<file path="src/rtl/dfi_sideband_arbiter_if.sv">
// DFI sideband bundle: MC scheduler hooks plus DFI update/phymstr/lp pins.
// Latency: none (wires only).
// Backpressure: none; the handshakes are carried as req/ack levels.
interface dfi_sideband_arbiter_if;
  logic       init_start;
  logic       init_complete;
  logic       mc_ctrlupd_req;
  logic       mc_lp_req;
  logic [5:0] mc_lp_wakeup;
  logic       cmd_idle;
  logic       phyupd_req;
  logic [1:0] phyupd_type;
  logic       phymstr_req;
  logic       ctrlupd_ack;
  logic       lp_ctrl_ack;
  logic       ctrlupd_req;
  logic       phyupd_ack;
  logic       phymstr_ack;
  logic       lp_ctrl_req;
  logic [5:0] lp_ctrl_wakeup;
  logic       cmd_block;
  logic       mc_ctrlupd_done;
  logic       lp_rejected;
  logic [1:0] upd_type_q;
  logic       resp_violation;

  // Arbiter side.
  modport master (
    input  init_start, init_complete, mc_ctrlupd_req, mc_lp_req, mc_lp_wakeup,
           cmd_idle, phyupd_req, phyupd_type, phymstr_req, ctrlupd_ack, lp_ctrl_ack,
    output ctrlupd_req, phyupd_ack, phymstr_ack, lp_ctrl_req, lp_ctrl_wakeup,
           cmd_block, mc_ctrlupd_done, lp_rejected, upd_type_q, resp_violation
  );

  // PHY / scheduler side.
  modport slave (
    output init_start, init_complete, mc_ctrlupd_req, mc_lp_req, mc_lp_wakeup,
           cmd_idle, phyupd_req, phyupd_type, phymstr_req, ctrlupd_ack, lp_ctrl_ack,
    input  ctrlupd_req, phyupd_ack, phymstr_ack, lp_ctrl_req, lp_ctrl_wakeup,
           cmd_block, mc_ctrlupd_done, lp_rejected, upd_type_q, resp_violation
  );
endinterface

</file>
<file path="src/rtl/dfi_sideband_arbiter.sv">
// DFI sideband sequencer: arbitrates phyupd/phymstr/ctrlupd/lp, draining the MC before any grant.
// Latency: all outputs registered; a decision on cycle N shows on cycle N+1 (grant >= 2 cycles after request).
// Backpressure: cmd_block stalls the MC scheduler; optional DFI_ARB_LP_WAKE_ON_PHY_EN lets PHY requests wake LP.
module dfi_sideband_arbiter #(
  parameter int unsigned TPHYUPD_RESP = 16,
  parameter int unsigned TCTRLUPD_MIN = 2,
  parameter int unsigned TCTRLUPD_MAX = 64,
  parameter int unsigned TLP_RESP     = 8,
  parameter int unsigned CNT_W        = 8
) (
  input logic                    clock,
  input logic                    reset,
  dfi_sideband_arbiter_if.master sb
);

  typedef enum logic [3:0] {
    S_INIT, S_IDLE, S_DRAIN, S_PHYUPD, S_PHYMSTR,
    S_CTRLUPD, S_CU_WAIT, S_LP_REQ, S_LP_ACTIVE, S_LP_EXIT
  } state_t;

  typedef enum logic [1:0] {W_PHYUPD, W_PHYMSTR, W_CTRLUPD, W_LP} win_t;

  state_t           state_q, state_d;
  win_t             win_q, win_d;
  logic [CNT_W-1:0] cnt_q, cnt_d;
  logic [CNT_W:0]   held;
  logic [CNT_W-1:0] age_q;
  logic             ack_seen_q, ack_seen_d;
  logic             win_req;
  logic             lp_wake;

  logic       ctrlupd_req_q, ctrlupd_req_d;
  logic       phyupd_ack_q, phyupd_ack_d;
  logic       phymstr_ack_q, phymstr_ack_d;
  logic       lp_ctrl_req_q, lp_ctrl_req_d;
  logic [5:0] lp_wakeup_q, lp_wakeup_d;
  logic       cmd_block_q, cmd_block_d;
  logic       done_q, done_d;
  logic       rej_q, rej_d;
  logic [1:0] upd_type_q, upd_type_d;
  logic       viol_q;

`ifdef DFI_ARB_LP_WAKE_ON_PHY_EN
  assign lp_wake = sb.phyupd_req | sb.phymstr_req;
`else
  assign lp_wake = 1'b0;
`endif

  // Cycles the current state has been occupied, including the present one.
  assign held = {1'b0, cnt_q} + 1'b1;

  // Next state and next registered outputs; init_start overrides everything.
  always_comb begin
    state_d       = state_q;
    win_d         = win_q;
    ack_seen_d    = ack_seen_q;
    ctrlupd_req_d = 1'b0;
    phyupd_ack_d  = 1'b0;
    phymstr_ack_d = 1'b0;
    lp_ctrl_req_d = 1'b0;
    lp_wakeup_d   = lp_wakeup_q;
    cmd_block_d   = 1'b1;
    done_d        = 1'b0;
    rej_d         = 1'b0;
    upd_type_d    = upd_type_q;

    case (win_q)
      W_PHYUPD:  win_req = sb.phyupd_req;
      W_PHYMSTR: win_req = sb.phymstr_req;
      W_CTRLUPD: win_req = sb.mc_ctrlupd_req;
      default:   win_req = sb.mc_lp_req;
    endcase

    case (state_q)
      S_INIT: begin
        if (sb.init_complete && !sb.init_start) begin
          state_d     = S_IDLE;
          cmd_block_d = 1'b0;
        end
      end
      S_IDLE: begin
        cmd_block_d = 1'b0;
        if (sb.phyupd_req || sb.phymstr_req || sb.mc_ctrlupd_req || sb.mc_lp_req) begin
          if (sb.phyupd_req)          win_d = W_PHYUPD;
          else if (sb.phymstr_req)    win_d = W_PHYMSTR;
          else if (sb.mc_ctrlupd_req) win_d = W_CTRLUPD;
          else                        win_d = W_LP;
          state_d     = S_DRAIN;
          cmd_block_d = 1'b1;
        end
      end
      S_DRAIN: begin
        if (!win_req) begin
          state_d     = S_IDLE;
          cmd_block_d = 1'b0;
        end else if (sb.cmd_idle) begin
          case (win_q)
            W_PHYUPD: begin
              state_d      = S_PHYUPD;
              phyupd_ack_d = 1'b1;
              upd_type_d   = sb.phyupd_type;
            end
            W_PHYMSTR: begin
              state_d       = S_PHYMSTR;
              phymstr_ack_d = 1'b1;
            end
            W_CTRLUPD: begin
              state_d       = S_CTRLUPD;
              ctrlupd_req_d = 1'b1;
              ack_seen_d    = 1'b0;
            end
            default: begin
              state_d       = S_LP_REQ;
              lp_ctrl_req_d = 1'b1;
              lp_wakeup_d   = sb.mc_lp_wakeup;
            end
          endcase
        end
      end
      S_PHYUPD: begin
        if (!sb.phyupd_req) begin
          state_d     = S_IDLE;
          cmd_block_d = 1'b0;
        end else begin
          phyupd_ack_d = 1'b1;
        end
      end
      S_PHYMSTR: begin
        if (!sb.phymstr_req) begin
          state_d     = S_IDLE;
          cmd_block_d = 1'b0;
        end else begin
          phymstr_ack_d = 1'b1;
        end
      end
      S_CTRLUPD: begin
        ack_seen_d = ack_seen_q | sb.ctrlupd_ack;
        if ((held >= (CNT_W+1)'(TCTRLUPD_MIN) && (ack_seen_q || sb.ctrlupd_ack)) ||
            held >= (CNT_W+1)'(TCTRLUPD_MAX)) begin
          state_d = S_CU_WAIT;
        end else begin
          ctrlupd_req_d = 1'b1;
        end
      end
      S_CU_WAIT: begin
        if (!sb.ctrlupd_ack) begin
          state_d     = S_IDLE;
          cmd_block_d = 1'b0;
          done_d      = 1'b1;
        end
      end
      S_LP_REQ: begin
        if (sb.lp_ctrl_ack) begin
          state_d       = S_LP_ACTIVE;
          lp_ctrl_req_d = 1'b1;
        end else if (held >= (CNT_W+1)'(TLP_RESP)) begin
          state_d     = S_IDLE;
          cmd_block_d = 1'b0;
          rej_d       = 1'b1;
        end else begin
          lp_ctrl_req_d = 1'b1;
        end
      end
      S_LP_ACTIVE: begin
        if (!sb.mc_lp_req || lp_wake) state_d = S_LP_EXIT;
        else                          lp_ctrl_req_d = 1'b1;
      end
      S_LP_EXIT: begin
        if (!sb.lp_ctrl_ack) begin
          state_d     = S_IDLE;
          cmd_block_d = 1'b0;
        end
      end
      default: state_d = S_INIT;
    endcase

    if (sb.init_start) begin
      state_d       = S_INIT;
      ctrlupd_req_d = 1'b0;
      phyupd_ack_d  = 1'b0;
      phymstr_ack_d = 1'b0;
      lp_ctrl_req_d = 1'b0;
      lp_wakeup_d   = '0;
      cmd_block_d   = 1'b1;
      done_d        = 1'b0;
      rej_d         = 1'b0;
      upd_type_d    = '0;
    end

    if (state_d != state_q)          cnt_d = '0;
    else if (cnt_q != {CNT_W{1'b1}}) cnt_d = cnt_q + 1'b1;
    else                             cnt_d = cnt_q;
  end

  // State, counter and registered outputs.
  always_ff @(posedge clock) begin
    if (!reset) begin
      state_q       <= S_INIT;
      win_q         <= W_PHYUPD;
      cnt_q         <= '0;
      ack_seen_q    <= 1'b0;
      ctrlupd_req_q <= 1'b0;
      phyupd_ack_q  <= 1'b0;
      phymstr_ack_q <= 1'b0;
      lp_ctrl_req_q <= 1'b0;
      lp_wakeup_q   <= '0;
      cmd_block_q   <= 1'b1;
      done_q        <= 1'b0;
      rej_q         <= 1'b0;
      upd_type_q    <= '0;
    end else begin
      state_q       <= state_d;
      win_q         <= win_d;
      cnt_q         <= cnt_d;
      ack_seen_q    <= ack_seen_d;
      ctrlupd_req_q <= ctrlupd_req_d;
      phyupd_ack_q  <= phyupd_ack_d;
      phymstr_ack_q <= phymstr_ack_d;
      lp_ctrl_req_q <= lp_ctrl_req_d;
      lp_wakeup_q   <= lp_wakeup_d;
      cmd_block_q   <= cmd_block_d;
      done_q        <= done_d;
      rej_q         <= rej_d;
      upd_type_q    <= upd_type_d;
    end
  end

  // Phyupd age since request rise; flag (sticky) once the ack can no longer be on time.
  // Age is held at zero during init, where the PHY may not be answered at all.
  always_ff @(posedge clock) begin
    if (!reset) begin
      age_q  <= '0;
      viol_q <= 1'b0;
    end else begin
      if (!sb.phyupd_req || phyupd_ack_q || state_q == S_INIT) age_q <= '0;
      else if (age_q != {CNT_W{1'b1}})                         age_q <= age_q + 1'b1;
      if (sb.phyupd_req && !phyupd_ack_q && state_q != S_INIT &&
          age_q >= CNT_W'(TPHYUPD_RESP)) viol_q <= 1'b1;
    end
  end

  assign sb.ctrlupd_req     = ctrlupd_req_q;
  assign sb.phyupd_ack      = phyupd_ack_q;
  assign sb.phymstr_ack     = phymstr_ack_q;
  assign sb.lp_ctrl_req     = lp_ctrl_req_q;
  assign sb.lp_ctrl_wakeup  = lp_wakeup_q;
  assign sb.cmd_block       = cmd_block_q;
  assign sb.mc_ctrlupd_done = done_q;
  assign sb.lp_rejected     = rej_q;
  assign sb.upd_type_q      = upd_type_q;
  assign sb.resp_violation  = viol_q;

endmodule
</file>
<file path="src/flat_wrapper.sv">
// flat-port wrapper written by rule: the top's interface ports become plain ports
module dfi_sideband_arbiter_flat 
#(
  parameter int unsigned TPHYUPD_RESP = 16,
  parameter int unsigned TCTRLUPD_MIN = 2,
  parameter int unsigned TCTRLUPD_MAX = 64,
  parameter int unsigned TLP_RESP     = 8,
  parameter int unsigned CNT_W        = 8
)
  (clock, reset, sb_init_start, sb_init_complete, sb_mc_ctrlupd_req, sb_mc_lp_req, sb_mc_lp_wakeup, sb_cmd_idle, sb_phyupd_req, sb_phyupd_type, sb_phymstr_req, sb_ctrlupd_ack, sb_lp_ctrl_ack, sb_ctrlupd_req, sb_phyupd_ack, sb_phymstr_ack, sb_lp_ctrl_req, sb_lp_ctrl_wakeup, sb_cmd_block, sb_mc_ctrlupd_done, sb_lp_rejected, sb_upd_type_q, sb_resp_violation);
  dfi_sideband_arbiter_if sb_i ();
  input logic clock;
  input logic reset;
  input wire logic [$bits(sb_i.init_start)-1:0] sb_init_start;
  input wire logic [$bits(sb_i.init_complete)-1:0] sb_init_complete;
  input wire logic [$bits(sb_i.mc_ctrlupd_req)-1:0] sb_mc_ctrlupd_req;
  input wire logic [$bits(sb_i.mc_lp_req)-1:0] sb_mc_lp_req;
  input wire logic [$bits(sb_i.mc_lp_wakeup)-1:0] sb_mc_lp_wakeup;
  input wire logic [$bits(sb_i.cmd_idle)-1:0] sb_cmd_idle;
  input wire logic [$bits(sb_i.phyupd_req)-1:0] sb_phyupd_req;
  input wire logic [$bits(sb_i.phyupd_type)-1:0] sb_phyupd_type;
  input wire logic [$bits(sb_i.phymstr_req)-1:0] sb_phymstr_req;
  input wire logic [$bits(sb_i.ctrlupd_ack)-1:0] sb_ctrlupd_ack;
  input wire logic [$bits(sb_i.lp_ctrl_ack)-1:0] sb_lp_ctrl_ack;
  output wire logic [$bits(sb_i.ctrlupd_req)-1:0] sb_ctrlupd_req;
  output wire logic [$bits(sb_i.phyupd_ack)-1:0] sb_phyupd_ack;
  output wire logic [$bits(sb_i.phymstr_ack)-1:0] sb_phymstr_ack;
  output wire logic [$bits(sb_i.lp_ctrl_req)-1:0] sb_lp_ctrl_req;
  output wire logic [$bits(sb_i.lp_ctrl_wakeup)-1:0] sb_lp_ctrl_wakeup;
  output wire logic [$bits(sb_i.cmd_block)-1:0] sb_cmd_block;
  output wire logic [$bits(sb_i.mc_ctrlupd_done)-1:0] sb_mc_ctrlupd_done;
  output wire logic [$bits(sb_i.lp_rejected)-1:0] sb_lp_rejected;
  output wire logic [$bits(sb_i.upd_type_q)-1:0] sb_upd_type_q;
  output wire logic [$bits(sb_i.resp_violation)-1:0] sb_resp_violation;
  assign sb_i.init_start = sb_init_start;
  assign sb_i.init_complete = sb_init_complete;
  assign sb_i.mc_ctrlupd_req = sb_mc_ctrlupd_req;
  assign sb_i.mc_lp_req = sb_mc_lp_req;
  assign sb_i.mc_lp_wakeup = sb_mc_lp_wakeup;
  assign sb_i.cmd_idle = sb_cmd_idle;
  assign sb_i.phyupd_req = sb_phyupd_req;
  assign sb_i.phyupd_type = sb_phyupd_type;
  assign sb_i.phymstr_req = sb_phymstr_req;
  assign sb_i.ctrlupd_ack = sb_ctrlupd_ack;
  assign sb_i.lp_ctrl_ack = sb_lp_ctrl_ack;
  assign sb_ctrlupd_req = sb_i.ctrlupd_req;
  assign sb_phyupd_ack = sb_i.phyupd_ack;
  assign sb_phymstr_ack = sb_i.phymstr_ack;
  assign sb_lp_ctrl_req = sb_i.lp_ctrl_req;
  assign sb_lp_ctrl_wakeup = sb_i.lp_ctrl_wakeup;
  assign sb_cmd_block = sb_i.cmd_block;
  assign sb_mc_ctrlupd_done = sb_i.mc_ctrlupd_done;
  assign sb_lp_rejected = sb_i.lp_rejected;
  assign sb_upd_type_q = sb_i.upd_type_q;
  assign sb_resp_violation = sb_i.resp_violation;
  dfi_sideband_arbiter #(.TPHYUPD_RESP(TPHYUPD_RESP), .TCTRLUPD_MIN(TCTRLUPD_MIN), .TCTRLUPD_MAX(TCTRLUPD_MAX), .TLP_RESP(TLP_RESP), .CNT_W(CNT_W)) u_core (.clock(clock), .reset(reset), .sb(sb_i));
endmodule
</file>
<file path="config.mk">
export PLATFORM = sky130hd
export DESIGN_NAME = dfi_sideband_arbiter_flat
export DESIGN_NICKNAME = d
export VERILOG_FILES = /design/src/rtl/dfi_sideband_arbiter_if.sv /design/src/rtl/dfi_sideband_arbiter.sv /design/src/flat_wrapper.sv
export SDC_FILE = /design/constraint.sdc
export NUM_CORES = 1
export LEC_CHECK = 0
export CAP_MARGIN = 20
export CORE_ASPECT_RATIO = 0.9
export CORE_MARGIN = 10
export CORE_UTILIZATION = 47
export CTS_CLUSTER_DIAMETER = 30
export CTS_CLUSTER_SIZE = 40
export DETAILED_ROUTE_END_ITERATION = 10
export GPL_ROUTABILITY_DRIVEN = 0
export PLACE_DENSITY = 0.72
export SLEW_MARGIN = 30
export SYNTH_ARGS = -nofsm -noshare
export SYNTH_HDL_FRONTEND = slang
export SYNTH_SLANG_ARGS = --single-unit
</file>
<file path="constraint.sdc">
create_clock -name clock -period 1.95 [get_ports clock]
set_input_delay 0.4875 -clock clock [delete_from_list [all_inputs] [get_ports clock]]
set_output_delay 0.4875 -clock clock [all_outputs]
set_load 0.005 [all_outputs]
</file>
* Word-level counts from Yosys, hierarchy flattened *
Index checks and enable logic that the tools add are counted.

cells by class
  $lt $le $gt $ge = 4
  bitwise logic cells = 5
  muxes and demuxes = 53
  $add $sub $neg = 3
  reductions and logical operators = 29
  div/mod/pow operators = 0
  multiply operators = 0
  shift-type cells = 0
  eq/ne operators = 17

operators with widths
  operator               count
  $mux W4                13
  $pmux W4 S10           1
  $mux W1                29
  $add A8 B1 Y8 const B  2
  $eq A4 B3 Y1 const B   4
  $ne A8 B8 Y1 const B   2
  $reduce_and A4 Y1      3
  $add A8 B1 Y9 const B  1
  $ge A9 B2 Y1 const B   1
  $ge A9 B4 Y1 const B   1
  $ge A9 B7 Y1 const B   1
  $pmux W3 S3            1
  $eq A4 B2 Y1 const B   2
  $eq A4 B4 Y1 const B   2
  $ge A8 B5 Y1 const B   1
  $pmux W1 S2            4
  $pmux W1 S8            1
  $logic_or A1 B1 Y1     7
  $pmux W1 S3            2
  $reduce_or A2 Y1       3
  $reduce_or A3 Y1       2
  $logic_and A1 B1 Y1    5
  $eq A4 B1 Y1 const B   1
  $logic_not A4 Y1       1
  other kinds (14)       21

storage, ports and cells
  output and inout bits = 16
  logic and storage cells = 126
  memories kept = 0
  memory bits (writable) = 0
  memory bits (read-only) = 0
  latch bits = 0
  register bits after elaboration = 39

* Depth between registers and ports, before layout *
Gate-level depths: netlist of the first run.

  depth in word-level cells = 9
  gate-level depth with buffers = 8
  depth with buffers taken out = 8

* Least setup slack after synthesis of the first run *
OpenSTA, ideal clock, no wires.

  path type = reg2reg
  start point = register u_core.cnt_q[0]
  end point = register u_core.cnt_q[4]
  path slack = -144 ps
  arrival time = 2008 ps
  cell stages (with the launch flop) = 8
  period minus slack after synthesis = 2094 ps
  required time = 1864 ps
  buffers on the path = 0
  cells stage by stage = dfxtp_1 ha_1 and3_1 nand4b_1 a22o_1 o2111a_1 a311o_2 a211oi_1

between the ends
  cells in the longest elaborated chain, start to end = 9

ends and longest elaborated chain
  what                        RTL line                     text
  from (decl)                 dfi_sideband_arbiter.sv:25   logic [CNT_W-1:0] cnt_q, cnt_d;
  from (signal assigned)      dfi_sideband_arbiter.sv:214  cnt_q <= cnt_d;
  $add A8 B1 Y9               dfi_sideband_arbiter.sv:50   assign held = {1'b0, cnt_q} + 1'b1;
  $ge A9 B2 Y1                dfi_sideband_arbiter.sv:138  if ((held >= (CNT_W+1)'(TCTRLUPD_MIN) && (ack_seen_q || sb.ctrlupd_ack)) ||
  $logic_and A1 B1 Y1         dfi_sideband_arbiter.sv:138
  $logic_or A1 B1 Y1          dfi_sideband_arbiter.sv:138
  $mux W4                     dfi_sideband_arbiter.sv:138
  $pmux W4 S10                dfi_sideband_arbiter.sv:74   case (state_q)
  $mux W4                     dfi_sideband_arbiter.sv:177  if (sb.init_start) begin
  $ne A4 B4 Y1                dfi_sideband_arbiter.sv:190  if (state_d != state_q) cnt_d = '0;
  $reduce_or A2 Y1 (no line)  n/a

Parallel ways exist; a longest one is shown, timed or not.
A chain may end at the register's enable or synchronous reset.

* Worst setup path in the final report of the first run *
  start point = register u_core.cnt_q[1]
  end point = register u_core.cnt_q[2]

Same word-level chain as after synthesis.

==> impl_metrics.py, run 1 <==
metrics = {
    "final_layout": {
        "nets": 386,
        "layout_commonest_cell": "buf_4",
        "drive_gt1_share_pct": 23.5,
        "finalNonFillerCells": 420,
        "final_util_pct": 70.9,
        "final_cell_mix": "buf_4, dfxtp_1, nor2_1, clkdlybuf4s50_1, nand2_1",
        "diodes": 0,
        "design_area_sq_mm": 0.00318,
        "syn2layout_area_growth_pct": 45.3,
    },
    "floorplan": {
        "die_y_um": 84.8,
        "initial_core_util_pct": 48.8,
        "die_width_um": 92.0,
        "die-area_sq_mm": 0.00780,
        "core_area_sq_mm": 0.00449,
        "fp-row-count": 23,
        "ioPinCount": 35,
    },
    "place": {
        "post-place-ws_ns": -0.603,
        "port_buffers": 34,
        "dp.cells": 409,
        "dp_hpwl_um": 4820,
        "dpl-instance-area_sq_mm": 0.00300,
    },
    "hold_path": {
        "holdPathStages": 2,
        "min-delay-start": "u_core.sb.upd_type_q[0]$_SDFFE_PP0P_",
        "hp-class": "reg -> reg",
    },
    "clock_tree": {
        "cts_buffer_depth": 2,
        "cts_hold_buf": 0,
        "clk_latency_ns": 0.29,
        "path_clk_slew_ns": 0.08,
        "htree_levels": 2,
        "cts_buffers": 5,
        "cts-root-buf": "clkbuf_8",
        "cts_tree": "yes",
        "cts.sinks": 39,
    },
    "detailed_routing": {
        "drtIter0Drc": 208,
        "via_count": 2327,
        "first_pass_iters": 4,
        "wl_um": 6400,
        "post_drt_wl_per_cell_um": 15.2,
        "route.detailed.drc": 0,
        "ant_nets": 0,
        "drt-vias-per-instance": 5.54,
    },
    "sta": {
        "clock_skew_ns": 0.00619,
        "rsz0062_at_grt": "yes",
        "tightest_slew_ns": 0.395,
        "setup_viol": 8,
        "maxSlewViolCount": 0,
        "period_needed_ns": 2.20,
        "slew_headroom_pct": 73.6,
        "finalCritPeriodShare_pct": 113,
        "hold_viol": 0,
        "fmax_mhz": 455,
        "fin_ws_ns": -0.250,
    },
    "logic_synthesis": {
        "synth_seq_area_share_pct": 35.6,
        "ys_types": 50,
        "yosys_warnings": 0,
        "ys_async_sr_fraction_pct": 0,
        "ys.flop_type": "dfxtp_1",
        "synth_edf_count": 0,
        "syn_area_per_cell_sq_um": 8.05,
        "syn_area_sq_mm": 0.00219,
        "syn_inst": 272,
        "syn-num-nets": 301,
        "ys_ff_latch": 39,
    },
    "setup_path": {
        "startpoint": "u_core.cnt_q[1]$_SDFFE_PP0N_",
        "crit_required_ns": 2.16,
        "worst-r2r-setup-slack_ns": -0.25,
        "arrival_ns": 2.41,
        "cp_slowest_stage_delay_ns": 0.46,
        "cpLargestDelayFamily": "compound AO/OA/AOI/OAI gates",
        "path_class": "reg -> reg",
        "path_cells": "and3_4 -> or4_4 -> a22o_1 -> o2111a_1 -> a311o_2 -> a211oi_2",
        "crit_fanout": 8,
        "r2r_start": "u_core.cnt_q[1]$_SDFFE_PP0N_",
        "r2r_cells": 6,
        "critPathLaunchType": "register",
        "crit_slowest_cell": "a311o_2",
        "r2r-end": "u_core.cnt_q[2]$_SDFFE_PP0N_",
        "cp.depth": 6,
        "path_buf_inv": 0,
        "crit_path_end": "u_core.cnt_q[2]$_SDFFE_PP0N_",
        "critPathCaptureType": "register",
    },
    "run_status": {
        "outcome": "finished, violations left",
        "violations": "setup timing",
    },
    "power_and_ir_drop": {
        "leakage_nw": 1.27,
        "p_comb_share_pct": 12.9,
        "p_int_w": 0.00124,
        "clkPwrFrac_pct": 37.3,
        "powerDensity_mw_per_mm2": 515,
        "p_seq_share_pct": 49.8,
        "ir_worst_vdd_mv": 0.530,
        "power_switching_w": 0.000399,
        "p_sw_share_pct": 24.4,
    },
    "global_route": {
        "antenna_found_initial": 0,
        "grt_pass1_vias": 2276,
        "track_usage_pct": 16.3,
        "grt_max_degree": 19,
        "grt_pass1_wl_um": 10700,
        "grt-ovfl-total": 0,
    },
    "flow_run": {
        "drv_cap": 0,
    },
}
[stage by stage]
stage	setup TNS [ns]	hold slack (ns)	power, W
CTS	-1.69	0.505	0.00164
global route	-2.49	0.527	0.00171
global placement	-8.78	0.452	0.00103
detailed placement	-9.57	0.485	0.00103
finish	-1.78	0.497	0.00164
floorplan	-0.475	0.445	0.000918
[power by group through the flow]
stage               Clock, W  Sequential [W]  Combinational, W
floorplan                  0        0.000836         0.0000823
global placement           0        0.000835          0.000192
detailed placement         0        0.000835          0.000196
CTS                 0.000621        0.000816          0.000206
global route        0.000660        0.000818          0.000229
finish              0.000612        0.000816          0.000211
[registers in the layout, indices dropped and copies added (netlist names)]
register and flops:
u_core.sb.resp_violation 1, u_core.sb.cmd_block 1, u_core.sb.phyupd_ack 1, u_core.sb.upd_type_q 2
u_core.win_q 2, u_core.state_q 4, u_core.sb.mc_ctrlupd_done 1, u_core.sb.phymstr_ack 1
u_core.sb.lp_ctrl_wakeup 6, u_core.cnt_q 8, u_core.sb.lp_ctrl_req 1, u_core.sb.ctrlupd_req 1
u_core.age_q 8, u_core.sb.lp_rejected 1, u_core.ack_seen_q 1
[area by class of cell]
class                   instances  area, sq um
clock buffers                   7         96.3
repair buffers                 89          762
well taps                      62         77.6
clock inverters                 1         7.51
inverters                       9         33.8
flip-flops and latches         39          788
multi-input cells             213         1420
fillers                       391         1310
[worst min path at each step]
stage / end / slack, ns
finish: u_core.sb.upd_type_q[0]$_SDFFE_PP0P_ / 0.50
global route: u_core.sb.resp_violation$_SDFFE_PN0P_ / 0.53
CTS: u_core.sb.lp_ctrl_wakeup[5]$_SDFFE_PP0P_ / 0.50
detailed placement: u_core.sb.lp_ctrl_wakeup[5]$_SDFFE_PP0P_ / 0.48
global placement: u_core.sb.resp_violation$_SDFFE_PN0P_ / 0.45
floorplan: u_core.sb.resp_violation$_SDFFE_PN0P_ / 0.44
[worst reg2reg max path, stage by stage, from the launching register on]
cell and delay (ns):
dfxtp_4 0.37, and3_4 0.18, or4_4 0.42, a22o_1 0.27
o2111a_1 0.25, a311o_2 0.46, a211oi_2 0.18
[routing by layer]
metal | vias up | global-route usage, % | routed length, um
li1 | 1155 | - | -
met2 | 103 | 26.9 | 2990
met5 | - | 0 | 0
met3 | 13 | 3.91 | 512
met4 | 0 | 4.76 | 116
met1 | 1056 | 20.6 | 2780
[logic make-up after synthesis]
group           after synthesis  share of synthesized area (%)
simple gates                119                           27.7
mux                          11                           5.03
compound gates               66                           19.7
fa+ha+maj                    10                           5.71
xor+xnor                      7                           2.80
flops                        39                           35.6
buf+inv                      20                           3.43
[cells in the mapped netlist (2+ instances only)]
| cell type | instances | area share, % |
|---|---|---|
| a211oi_1 | 4 | 1.4 |
| nand4_1 | 4 | 1.1 |
| nand3_1 | 17 | 3.9 |
| nor3_1 | 10 | 2.3 |
| o211ai_1 | 3 | 1.0 |
| nor2b_1 | 6 | 1.7 |
| mux2i_1 | 11 | 5.0 |
| or2_1 | 3 | 0.86 |
| nor3b_1 | 2 | 0.69 |
| nand3b_1 | 2 | 0.69 |
| a21oi_1 | 11 | 2.5 |
| ha_1 | 10 | 5.7 |
| a41oi_1 | 2 | 0.80 |
| a22oi_1 | 2 | 0.69 |
| and3_1 | 5 | 1.4 |
| nor4b_1 | 2 | 0.80 |
| nand2_1 | 22 | 3.8 |
| o21ai_0 | 18 | 4.1 |
| nand2b_1 | 5 | 1.4 |
| clkbuf_1 | 10 | 1.7 |
| xnor2_1 | 5 | 2.0 |
| o21ai_1 | 3 | 0.69 |
| inv_1 | 8 | 1.4 |
| a21o_1 | 4 | 1.4 |
| nor2_1 | 31 | 5.3 |
| a31oi_1 | 5 | 1.4 |
| and2_1 | 2 | 0.57 |
| a22o_1 | 3 | 1.2 |
| dfxtp_1 | 39 | 36 |
| and4_1 | 2 | 0.80 |
| xor2_1 | 2 | 0.80 |
[what timing repair did]
action	4_1_cts	5_1_grt
pin swaps	9	3
buffers inserted	2	1
endpoints found under the setup margin	12	20
resized for setup	12	6
(Power assumes the default switching activity.)
==> run 2, diff against run 1 <==
--- a/config.mk
+++ b/config.mk
@@ -10,7 +10,6 @@
 export CORE_MARGIN = 10
 export CORE_UTILIZATION = 47
 export CTS_CLUSTER_DIAMETER = 30
-export CTS_CLUSTER_SIZE = 40
 export DETAILED_ROUTE_END_ITERATION = 10
 export GPL_ROUTABILITY_DRIVEN = 0
 export PLACE_DENSITY = 0.72
==> results of run 2 <==
No change in the layout: final DEF, timing and power equal those of run 1.
